File: src/rtl/grid_row_scanner.sv
// grid_row_scanner: frame-buffered row scanner that drives an 8x8 LED matrix from a 64-bit grid.
// Optional macro SCAN_ACTIVE_LOW_EN inverts row_sel/col_data for common-anode matrices.
module grid_row_scanner #(
    parameter int unsigned ROW_HOLD     = 1000,
    parameter int unsigned BLANK_CYCLES = 8
) (
    input  logic        clk,
    input  logic        reset,
    input  logic [63:0] grid_in,
    input  logic        grid_valid,
    input  logic        enable,
    output logic [7:0]  row_sel,
    output logic [7:0]  col_data,
    output logic        frame_done,
    output logic        busy
);

    localparam int unsigned MaxCount = (ROW_HOLD > BLANK_CYCLES) ? ROW_HOLD : BLANK_CYCLES;
    localparam int unsigned CntW     = $clog2(MaxCount + 1);
    localparam logic [CntW-1:0] HoldLast  = CntW'(ROW_HOLD - 1);
    localparam logic [CntW-1:0] BlankLast = CntW'(BLANK_CYCLES - 1);

`ifdef SCAN_ACTIVE_LOW_EN
    localparam logic [7:0] OutInv = 8'hFF;
`else
    localparam logic [7:0] OutInv = 8'h00;
`endif

    typedef enum logic [1:0] {StIdle, StLoad, StShow, StBlank} state_e;

    state_e          state_q, state_d;
    logic [2:0]      row_q, row_d;
    logic [CntW-1:0] cnt_q, cnt_d;
    logic [63:0]     shadow_q, shadow_d;
    logic [63:0]     active_q, active_d;
    logic            pending_q, pending_d;
    logic [7:0]      row_sel_q, row_sel_d;
    logic [7:0]      col_data_q, col_data_d;
    logic            frame_done_q, frame_done_d;
    logic            busy_q, busy_d;
    logic            lit_d;

    always_comb begin
        state_d   = state_q;
        row_d     = row_q;
        cnt_d     = cnt_q;
        shadow_d  = shadow_q;
        active_d  = active_q;
        pending_d = pending_q;

        if (grid_valid) begin
            shadow_d  = grid_in;
            pending_d = 1'b1;
        end

        unique case (state_q)
            StIdle: begin
                if (enable) begin
                    state_d = StLoad;
                end
            end
            StLoad: begin
                // A pulse landing in this cycle bypasses the shadow and is shown immediately.
                if (grid_valid) begin
                    active_d  = grid_in;
                    pending_d = 1'b0;
                end else if (pending_q) begin
                    active_d  = shadow_q;
                    pending_d = 1'b0;
                end
                row_d   = 3'd0;
                cnt_d   = '0;
                state_d = StShow;
            end
            StShow: begin
                if (cnt_q == HoldLast) begin
                    cnt_d   = '0;
                    state_d = StBlank;
                end else begin
                    cnt_d = cnt_q + CntW'(1);
                end
            end
            StBlank: begin
                if (cnt_q == BlankLast) begin
                    cnt_d = '0;
                    if (row_q != 3'd7) begin
                        row_d   = row_q + 3'd1;
                        state_d = StShow;
                    end else if (enable) begin
                        state_d = StLoad;
                    end else begin
                        state_d = StIdle;
                    end
                end else begin
                    cnt_d = cnt_q + CntW'(1);
                end
            end
            default: state_d = StIdle;
        endcase
    end

    // Outputs are derived from next-state values so the registered outputs line up with state_q.
    always_comb begin
        lit_d        = (state_d == StShow);
        row_sel_d    = OutInv ^ (lit_d ? (8'd1 << row_d) : 8'd0);
        col_data_d   = OutInv ^ (lit_d ? active_d[{row_d, 3'b000} +: 8] : 8'd0);
        frame_done_d = (state_d == StBlank) && (row_d == 3'd7) && (cnt_d == BlankLast);
        busy_d       = (state_d != StIdle);
    end

    always_ff @(posedge clk) begin
        if (!reset) begin
            state_q      <= StIdle;
            row_q        <= 3'd0;
            cnt_q        <= '0;
            shadow_q     <= '0;
            active_q     <= '0;
            pending_q    <= 1'b0;
            row_sel_q    <= OutInv;
            col_data_q   <= OutInv;
            frame_done_q <= 1'b0;
            busy_q       <= 1'b0;
        end else begin
            state_q      <= state_d;
            row_q        <= row_d;
            cnt_q        <= cnt_d;
            shadow_q     <= shadow_d;
            active_q     <= active_d;
            pending_q    <= pending_d;
            row_sel_q    <= row_sel_d;
            col_data_q   <= col_data_d;
            frame_done_q <= frame_done_d;
            busy_q       <= busy_d;
        end
    end

    assign row_sel    = row_sel_q;
    assign col_data   = col_data_q;
    assign frame_done = frame_done_q;
    assign busy       = busy_q;

endmodule
File: config.mk
export PLATFORM = sky130hd
export DESIGN_NAME = grid_row_scanner
export DESIGN_NICKNAME = d
export VERILOG_FILES = /design/src/rtl/grid_row_scanner.sv
export SDC_FILE = /design/constraint.sdc
export NUM_CORES = 1
export LEC_CHECK = 0
export BUFFER_PORTS_ARGS = -buffer_cell sky130_fd_sc_hd__buf_2
export CAP_MARGIN = 20
export CORE_ASPECT_RATIO = 1.4
export CORE_MARGIN = 3
export CORE_UTILIZATION = 53
export CTS_CLUSTER_DIAMETER = 40
export CTS_CLUSTER_SIZE = 20
export DETAILED_ROUTE_END_ITERATION = 6
export PLACE_DENSITY = 0.76
export SLEW_MARGIN = 20
export SYNTH_ARGS = -nofsm -noshare
export SYNTH_HDL_FRONTEND = slang
export SYNTH_SLANG_ARGS = --single-unit
export TNS_END_PERCENT = 1
File: constraint.sdc
create_clock -name clk -period 2.2 [get_ports clk]
set_input_delay 0.11 -clock clk [delete_from_list [all_inputs] [get_ports clk]]
set_output_delay 0.11 -clock clk [all_outputs]
set_load 0.005 [all_outputs]
==> results of run 1 <==
-- worst paths after layout --
kind                      from      endpoint  slack, ps  cells past startpoint
setup reg to reg      cnt_q[8]   col_data[7]       -120                      9
hold reg to reg   shadow_q[36]  shadow_q[36]        480                      2
hold / removal          enable    state_q[0]         60                      3
setup / recovery      cnt_q[8]   col_data[7]       -120                      9
-- power by group --
part	switching (W)	internal (W)	leakage, nW
Clock	0.00119	0.00175	0.289
Combinational	0.000537	0.000482	2.61
Sequential	0.0000781	0.00308	1.33
Total	0.00180	0.00531	4.23
-- state kept, by name, indices dropped and copies added (netlist names) --
| register | flops |
|---|---|
| busy | 1 |
| row_q | 3 |
| row_sel | 8 |
| cnt_q | 10 |
| shadow_q | 64 |
| pending_q | 1 |
| col_data | 8 |
| state_q | 2 |
| frame_done | 1 |
| active_q | 64 |
-- timing repair --
item | in CTS | in global routing
pin swaps | 11 | 14
hold buffers | 64 | 0
gates resized for setup | 18 | 19
setup buffers | 7 | 5
endpoints found under the setup margin | 12 | 19
hold endpoints to repair | 67 | 0
gates cloned | 1 | 1
-- cell families (layout without fill, tap and decap cells) --
kind of cell | Yosys count | count (layout) | share of synthesized area, %
simple gates | 291 | 291 | 20.6
compound gates | 255 | 255 | 25.1
flops | 162 | 162 | 43.4
buf+inv | 76 | 268 | 4.00
mux | 48 | 48 | 6.43
fa+ha+maj | 2 | 2 | 0.335
xor+xnor | 1 | 1 | 0.117
-- synth_stat cells, drive strengths merged, types with 10 or more instances --
cell | number | area [sq um]
mux2i | 48 | 480
nand2 | 61 | 229
a22oi | 19 | 143
o2bb2ai | 31 | 272
dfxtp | 162 | 3240
o22ai | 27 | 169
a221o | 31 | 310
nor3 | 12 | 60.1
nand2b | 40 | 250
buf | 11 | 55.1
nand3 | 11 | 55.1
a21oi | 65 | 325
clkbuf | 59 | 221
nand4 | 10 | 62.6
o21ai | 16 | 80.1
nor2 | 60 | 228
nor2b | 16 | 100
and2 | 56 | 350
-- final cells by class --
| cell class | count | area, sq um |
|---|---|---|
| flip-flops and latches | 162 | 3250 |
| fillers | 947 | 3550 |
| clock buffers | 21 | 470 |
| well taps | 182 | 228 |
| inverters | 6 | 22.5 |
| clock inverters | 9 | 106 |
| repair buffers | 232 | 1870 |
| multi-input cells | 597 | 4080 |
-- metal layers --
metal | track usage (%) | share of wire [%]
met4 | 13.7 | 4.2
met3 | 5.93 | 7.1
met5 | 0 | 0
met1 | 36.3 | 39
met2 | 50.0 | 50
-- worst max-delay path: cells and delay by family (launching register included) --
kind / cells / cell delay, ps
simple gates: 3 / 960
buf+inv: 3 / 480
compound gates: 3 / 420
flops: 1 / 330
-- stage by stage --
| step | util (%) | instance area, sq um |
|---|---|---|
| floorplan | - | 7470 |
| finish | 73.9 | 10000 |
| detailed placement | 62.9 | 8540 |
| CTS | 73.3 | 9940 |
| global placement | 62.9 | 8540 |
| global route | 73.9 | 10000 |
-- cells in the final DEF, fill, tap and decap left out, types with 3 or more instances in the layout --
master	netlist	final
nand4_1	10	10
nand2_1	61	60
a21oi_1	65	65
nor2b_1	16	16
and2_1	55	54
nand2b_1	40	39
inv_1	5	5
a22oi_1	19	19
buf_2	8	84
mux2i_1	48	46
a221o_1	31	31
buf_12	0	12
o22ai_1	27	26
buf_4	1	64
a211o_1	6	6
a31oi_1	7	7
a32oi_1	7	7
nor3_1	12	10
nor2_1	59	57
dfxtp_2	0	4
clkbuf_16	0	17
o21ai_0	15	15
buf_6	0	8
and3_1	8	8
clkbuf_8	0	3
o21a_1	7	7
o211ai_1	3	3
a221oi_1	4	4
o221ai_1	8	8
a22o_1	3	3
dfxtp_1	162	158
o2bb2ai_1	31	31
o22a_1	6	6
clkinv_2	0	4
or3_1	4	4
nand3_1	11	11
dlygate4sd3_1	0	64
==> results.sh, run 1 <==
export IMPL_n_antenna_cell=0
export IMPL_dpl_cell_count=1103
export IMPL_htreeDepth=4
export IMPL_die_area_sq_mm=0.0156
export IMPL_fin_nets=1086
export IMPL_period_needed_ps=2320
export IMPL_via_count=7362
export IMPL_cts_buffer_depth=2
export IMPL_dr_pass1_iters=6
export IMPL_cts_buffers=17
export IMPL_gp_congestion=0.930
export IMPL_violations="setup timing"
export IMPL_finalSetupViolCount=11
export IMPL_maxCapViolations=0
export IMPL_tns_ps=-920
export IMPL_post_dp_hpwl_mm=14.2
export IMPL_seq_area_frac_synth_pct=43.4
export IMPL_avgSynthCellArea_sq_um=8.94
export IMPL_yosysWarnings=0
export IMPL_ios=86
export IMPL_hold_path_class="in2reg"
export IMPL_instances_no_fill=1209
export IMPL_worstPathArrival_ps=2630
export IMPL_start_kind="flip-flop"
export IMPL_finalHoldViolations=0
export IMPL_status="finished, violations left"
export IMPL_path_class="reg2reg"
export IMPL_cellLeakagePower_nw=4.23
export IMPL_crit_top_cell="buf_4"
export IMPL_grt_pass1_wl_mm=37.0
export IMPL_crit_required_ps=2510
export IMPL_routedWlPerCell_microns=19.3
export IMPL_finalCritPeriodShare_pct=105
export IMPL_drv_slew=0
export IMPL_drive_gt1_share_pct=22.6
export IMPL_fmax_mhz=431
export IMPL_grt_use_total_pct=29.7
export IMPL_antenna_found_initial=0
export IMPL_post_route_drc_count=0
export IMPL_place_ws_ps=-189
export IMPL_via_per_inst=6.09
export IMPL_critical_path_max_stage_delay_ps=570
export IMPL_drt_wl_total_mm=23.4
export IMPL_crit_chain="or4_4 > nor4_4 > buf_4 > a211oi_4 > buf_4 > nand4_1 > buf_6 > o22ai_1 > a211o_1"
export IMPL_clk_latency_ps=430
export IMPL_cts_tree="yes"
export IMPL_ir_drop_mv=0.420
export IMPL_root_buffer="clkbuf_16"
export IMPL_grt_start_max_net_pins=88
export IMPL_worst_slack_ps=-121
export IMPL_synthFlopType="dfxtp_1"
export IMPL_powerDensity_mw_per_mm2=709
export IMPL_rsz0062_at_grt="yes"
export IMPL_rows=50
export IMPL_die_w_microns=106
export IMPL_relSlewSlack_pct=56.9
export IMPL_start_util_pct=55.0
export IMPL_synth_edf_count=0
export IMPL_grt_pass1_vias=7211
export IMPL_crit_slowest_cell="or4_4"
export IMPL_finClkSkew_ps=8.95
export IMPL_critPathMaxFanout=5
export IMPL_finalPower_w=0.00711
export IMPL_synthCells=835
export IMPL_hold_ws_ps=56.6
export IMPL_cts_reportedPaths_clkPinSlew_ps=60
export IMPL_end_kind="flip-flop"
export IMPL_netlist_area_sq_mm=0.00747
export IMPL_grt_ovfl_total=0
export IMPL_synth_nets=905
export IMPL_initialDrtViolationCount=525
export IMPL_syn2layout_area_growth_pct=34.3
export IMPL_ant_nets=0
export IMPL_die_h_microns=146
export IMPL_ys_ff_latch=162
export IMPL_port_buffers=85
export IMPL_tightest_slew_ps=640
export IMPL_cts_sinks=162
export IMPL_coreArea_sq_mm=0.0136
export IMPL_async_flop_share_pct=0
export IMPL_yosysUniqueCellTypes=59
No activity file was read; power rests on OpenSTA's default activity.
==> inputs of run 2 (changes only) <==
CTS_BUF_LIST = sky130_fd_sc_hd__clkbuf_8 sky130_fd_sc_hd__clkbuf_16   (was not set)
==> results.sh, run 2 (synthesized netlist as in run 1, its figures left out) <==
export IMPL_n_antenna_cell=0
export IMPL_gp_congestion=0.930
export IMPL_grt_start_max_net_pins=88
export IMPL_period_needed_ps=2320
export IMPL_worst_slack_ps=-123
export IMPL_path_class="reg2reg"
export IMPL_crit_slowest_cell="or4_4"
export IMPL_finalCritPeriodShare_pct=106
export IMPL_root_buffer="clkbuf_16"
export IMPL_die_w_microns=106
export IMPL_finClkSkew_ps=9.06
export IMPL_clk_latency_ps=430
export IMPL_holdPathStages=3
export IMPL_p_switching_w=0.00180
export IMPL_relSlewSlack_pct=57.4
export IMPL_syn2layout_area_growth_pct=34.3
export IMPL_fmax_mhz=430
export IMPL_intPower_w=0.00531
export IMPL_crit_family="simple AND/OR/NAND/NOR gates"
export IMPL_coreArea_sq_mm=0.0136
export IMPL_start_util_pct=55.0
export IMPL_finalSetupViolCount=11
export IMPL_violations="setup timing"
export IMPL_die_area_sq_mm=0.0156
export IMPL_end_kind="flip-flop"
export IMPL_ios=86
export IMPL_port_buffers=85
export IMPL_crit_top_cell="buf_4"
export IMPL_critPathMaxFanout=5
export IMPL_hold_ws_ps=60.4
export IMPL_use_met3_pct=5.93
export IMPL_fin_nets=1086
export IMPL_path_buf_inv=3
export IMPL_cellLeakagePower_nw=4.23
export IMPL_drv_slew=0
export IMPL_grt_use_total_pct=29.7
export IMPL_rows=50
export IMPL_p_clk_share_pct=41.2
export IMPL_top_usage_layer="met2"
export IMPL_via_per_inst=6.08
export IMPL_routedWlPerCell_microns=19.4
export IMPL_crit_required_ps=2510
export IMPL_die_h_microns=146
export IMPL_cts_reportedPaths_clkPinSlew_ps=60
export IMPL_rsz0062_at_grt="yes"
export IMPL_globalRouteMet1Util_pct=36.3
export IMPL_finalHoldViolations=0
export IMPL_drive_gt1_share_pct=22.6
export IMPL_seqPwrFrac_pct=44.5
export IMPL_worst_path_stages=9
export IMPL_critical_path_max_stage_delay_ps=570
export IMPL_start_kind="flip-flop"
export IMPL_fill_cells=947
export IMPL_dr_pass1_iters=5
export IMPL_switching_share_pct=25.4
export IMPL_comb_power_share_pct=14.3
export IMPL_hold_path_class="in2reg"
export IMPL_tightest_slew_ps=632
export IMPL_grt_pass1_vias=7211
export IMPL_dpl_cell_count=1103
export IMPL_cts_tree="yes"
export IMPL_instances_no_fill=1209
export IMPL_drt_wl_total_mm=23.4
export IMPL_postLayoutCoreUtil_pct=73.9
export IMPL_crit_chain="or4_4 > nor4_4 > buf_4 > a211oi_4 > buf_4 > nand4_1 > buf_6 > o22ai_1 > a211o_1"
export IMPL_ant_nets=0
export IMPL_status="finished, violations left"
export IMPL_worstPathArrival_ps=2640
export IMPL_htreeDepth=4
export IMPL_maxCapViolations=0
export IMPL_antenna_found_initial=0
export IMPL_post_dp_hpwl_mm=14.2
export IMPL_grt_ovfl_total=0
export IMPL_post_route_drc_count=0
export IMPL_ir_drop_mv=0.420
export IMPL_rr_worst_depth=9
export IMPL_use_met2_pct=50.0
export IMPL_final_common_cell="dfxtp_1"
export IMPL_initialDrtViolationCount=579
export IMPL_via_count=7352
export IMPL_cts_buffer_depth=2
export IMPL_final_cell_mix="dfxtp_1 (158), buf_2 (84), a21oi_1 (65)"
export IMPL_powerDensity_mw_per_mm2=709
export IMPL_cts_sinks=162
export IMPL_grt_pass1_wl_mm=37.0
export IMPL_top_regs="active_q x64, shadow_q x64, cnt_q x10"
export IMPL_cts_buffers=17
-- run 2: changes by cell type in the layout (fill, tap and decap cells not counted), sizes merged --
cell	delta
clkbuf	-1
inv	+1
-- run 2: cell type report --
| type | count | area [sq um] | share of cell area (%) |
|---|---|---|---|
| Inverter | 6 | 22.5 | 0.225 |
| Clock inverter | 10 | 110 | 1.10 |
| Tap cell | 182 | 228 | 2.27 |
| Multi-Input combinational cell | 597 | 4080 | 40.7 |
| Timing Repair Buffer | 232 | 1870 | 18.7 |
| Clock buffer | 20 | 467 | 4.65 |
| Sequential cell | 162 | 3250 | 32.4 |
-- run 2: per-layer routing --
layer / up-vias / routed length (microns)
met5: - / 0
li1: 3440 / -
met4: 0 / 947
met1: 3468 / 9170
met3: 81 / 1600
met2: 363 / 11700
-- run 2: worst paths after layout --
path	startpoint	slack [ps]	to
setup / recovery	cnt_q[8]	-120	col_data[7]
hold reg to reg	shadow_q[36]	480	shadow_q[36]
hold / removal	enable	60	state_q[0]
setup reg to reg	cnt_q[8]	-120	col_data[7]
-- run 2: metrics by stage --
step	power (W)	area, sq um	setup TNS, ps	setup WS [ps]
floorplan	0.00374	7470	0	21.0
global placement	0.00409	8540	-516	-84.4
detailed placement	0.00410	8540	-879	-189
CTS	0.00710	9940	-34.8	-24.8
global route	0.00735	10000	-1860	-188
finish	0.00711	10000	-969	-123
-- run 2: timing repair --
| item | in CTS | in global routing |
|---|---|---|
| gates resized for setup | 18 | 19 |
| hold buffers | 64 | 0 |
| endpoints found under the setup margin | 12 | 19 |
| endpoints found under the hold margin | 67 | 0 |
| gates cloned | 1 | 1 |
| setup buffers | 7 | 5 |
| pin swaps | 11 | 14 |
-- run 2: worst register-to-register path: stages, from the launching register on --
cell	delay (ps)
dfxtp_2	340
or4_4	580
nor4_4	260
buf_4	180
a211oi_4	70
buf_4	160
nand4_1	130
buf_6	140
o22ai_1	70
a211o_1	280
-- run 2: power by group through the flow --
stage | registers [W] | clock network, W | logic (W)
after global routing | 0.00317 | 0.00308 | 0.00110
final | 0.00316 | 0.00293 | 0.00102
after global placement | 0.00321 | 0 | 0.000875
after floorplan | 0.00319 | 0 | 0.000545
after CTS | 0.00315 | 0.00296 | 0.000988
after detailed placement | 0.00321 | 0 | 0.000887
==> inputs of run 3 (changes only) <==
SETUP_SLACK_MARGIN = 0.2   (was not set)
==> results.sh, run 3 (synthesized netlist as in run 1, its figures left out) <==
export IMPL_status="finished, violations left"
export IMPL_violations="setup timing"
export IMPL_initialDrtViolationCount=440
export IMPL_p_clk_share_pct=41.1
export IMPL_n_antenna_cell=0
export IMPL_die_area_sq_mm=0.0156
export IMPL_drive_gt1_share_pct=26.0
export IMPL_intPower_w=0.00530
export IMPL_critPathMaxFanout=6
export IMPL_grt_pass1_vias=7525
export IMPL_globalRouteMet1Util_pct=37.2
export IMPL_grt_pass1_wl_mm=38.5
export IMPL_place_ws_ps=-320
export IMPL_crit_chain="or4_4 > buf_4 > a2111oi_4 > a2bb2oi_4 > nand4_1 > buf_6 > o22a_1 > o211ai_1"
export IMPL_start_kind="flip-flop"
export IMPL_use_met2_pct=52.8
export IMPL_dr_pass1_iters=6
export IMPL_syn2layout_area_growth_pct=37.7
export IMPL_r2r_end="col_data[6]"
export IMPL_final_area_sq_mm=0.0103
export IMPL_cts_buffers=17
export IMPL_htreeDepth=4
export IMPL_fmax_mhz=424
export IMPL_end_kind="flip-flop"
export IMPL_critical_path_max_stage_delay_ps=560
export IMPL_instances_no_fill=1230
export IMPL_drv_slew=0
export IMPL_fin_nets=1105
export IMPL_coreArea_sq_mm=0.0136
export IMPL_cts_reportedPaths_clkPinSlew_ps=60
export IMPL_die_h_microns=146
export IMPL_p_switching_w=0.00185
export IMPL_finalPower_w=0.00715
export IMPL_finalCritPeriodShare_pct=107
export IMPL_relSlewSlack_pct=33.5
export IMPL_placed_area_sq_mm=0.00870
export IMPL_seqPwrFrac_pct=44.2
export IMPL_rr_worst_depth=8
export IMPL_switching_share_pct=25.9
export IMPL_post_dp_hpwl_mm=15.6
export IMPL_via_per_inst=6.11
export IMPL_final_common_cell="dfxtp_1"
export IMPL_path_class="reg2reg"
export IMPL_holdPathStages=3
export IMPL_port_buffers=85
export IMPL_final_cell_mix="dfxtp_1 (156), buf_4 (86), buf_2 (84)"
export IMPL_period_needed_ps=2360
export IMPL_crit_slowest_cell="or4_4"
export IMPL_rows=50
export IMPL_ir_drop_mv=0.507
export IMPL_die_w_microns=106
export IMPL_r2r_start="cnt_q[6]"
export IMPL_r2r_setup_slack_ps=-160
export IMPL_antenna_found_initial=0
export IMPL_rsz0062_at_grt="yes"
export IMPL_finalHoldViolations=0
export IMPL_grt_ovfl_total=0
export IMPL_cts_buffer_depth=2
export IMPL_worst_slack_ps=-159
export IMPL_routedWlPerCell_microns=19.5
export IMPL_comb_power_share_pct=14.7
export IMPL_hold_path_class="in2reg"
export IMPL_grt_use_total_pct=30.6
export IMPL_top_usage_layer="met2"
export IMPL_ant_nets=0
export IMPL_clk_latency_ps=430
export IMPL_ios=86
export IMPL_cellLeakagePower_nw=4.30
export IMPL_worstPathArrival_ps=2700
export IMPL_cts_tree="yes"
export IMPL_top_regs="active_q x64, shadow_q x64, cnt_q x10"
export IMPL_root_buffer="clkbuf_16"
export IMPL_maxCapViolations=0
export IMPL_drt_wl_total_mm=24.0
export IMPL_use_met3_pct=6.10
export IMPL_finalSetupViolCount=12
export IMPL_worstHoldStart="enable"
export IMPL_finClkSkew_ps=13.0
export IMPL_grt_start_max_net_pins=88
export IMPL_hold_path_end="state_q[0]"
export IMPL_gp_congestion=0.911
export IMPL_post_route_drc_count=0
export IMPL_hold_ws_ps=39.1
export IMPL_cts_sinks=162
export IMPL_powerDensity_mw_per_mm2=695
export IMPL_start_util_pct=55.0
export IMPL_via_count=7513
export IMPL_crit_required_ps=2550
export IMPL_dpl_cell_count=1123
export IMPL_tightest_slew_ps=997
## run 3: changes by cell type in the layout (fill, tap and decap cells not counted), moves of 3 or more
cell	before	now
a22oi_1	19	16
a22oi_2	0	3
buf_12	12	7
buf_4	64	86
mux2i_1	46	41
mux2i_2	1	6
o221ai_1	8	3
o221ai_2	0	5
## run 3: critical path: cells and delay by family (launching register included)
family / cells / cell delay, ps
AO/OA/AOI/OAI: 4 / 800
buffers and inverters: 2 / 380
flip-flops: 1 / 320
AND/OR/NAND/NOR: 2 / 770
## run 3: per-stage QoR
| step | utilization, % | TNS [ps] |
|---|---|---|
| after floorplan | - | 0 |
| after global placement | 64.1 | -1210 |
| after detailed placement | 64.1 | -2140 |
| after CTS | 75.0 | -622 |
| after global routing | 75.7 | -2380 |
| final | 75.7 | -1320 |
## run 3: power groups by stage
stage	clock [W]	sequential [W]	combinational, W
6_report	0.00294	0.00316	0.00105
5_1_grt	0.00309	0.00317	0.00113
4_1_cts	0.00296	0.00315	0.00102
3_5_place_dp	0	0.00322	0.000910
3_3_place_gp	0	0.00321	0.000888
2_1_floorplan	0	0.00319	0.000553
## run 3: layer usage
metal / up-vias / routed length (microns) / part of all wire, %
met2: 306 / 12200 / 51
met1: 3649 / 9510 / 40
li1: 3485 / - / -
met5: - / 0 / 0
met4: 0 / 847 / 3.5
met3: 73 / 1420 / 5.9
## run 3: worst max-delay path by stage
stage	startpoint	endpoint	slack [ps]	depth (start not counted)
after floorplan	cnt_q[8]	col_data[1]	70	7
after global placement	cnt_q[8]	frame_done	-200	9
after detailed placement	cnt_q[8]	frame_done	-320	9
after CTS	cnt_q[6]	frame_done	-110	10
after global routing	cnt_q[6]	frame_done	-250	10
final	cnt_q[6]	col_data[6]	-160	8
## run 3: timing repair
| action | CTS | global route |
|---|---|---|
| setup buffers | 5 | 3 |
| setup endpoints to repair | 22 | 29 |
| gates cloned | 3 | 0 |
| gates resized for setup | 34 | 18 |
| hold buffers | 64 | 0 |
| hold endpoints to repair | 66 | 0 |
| pin swaps | 11 | 8 |
## run 3: area by class of cell
| class | count | area, sq um |
|---|---|---|
| clock buffers | 22 | 494 |
| clock inverters | 10 | 98.8 |
| fillers | 919 | 3290 |
| inverters | 6 | 22.5 |
| multi-input cells | 597 | 4210 |
| flip-flops and latches | 162 | 3250 |
| well taps | 182 | 228 |
| repair buffers | 251 | 1980 |
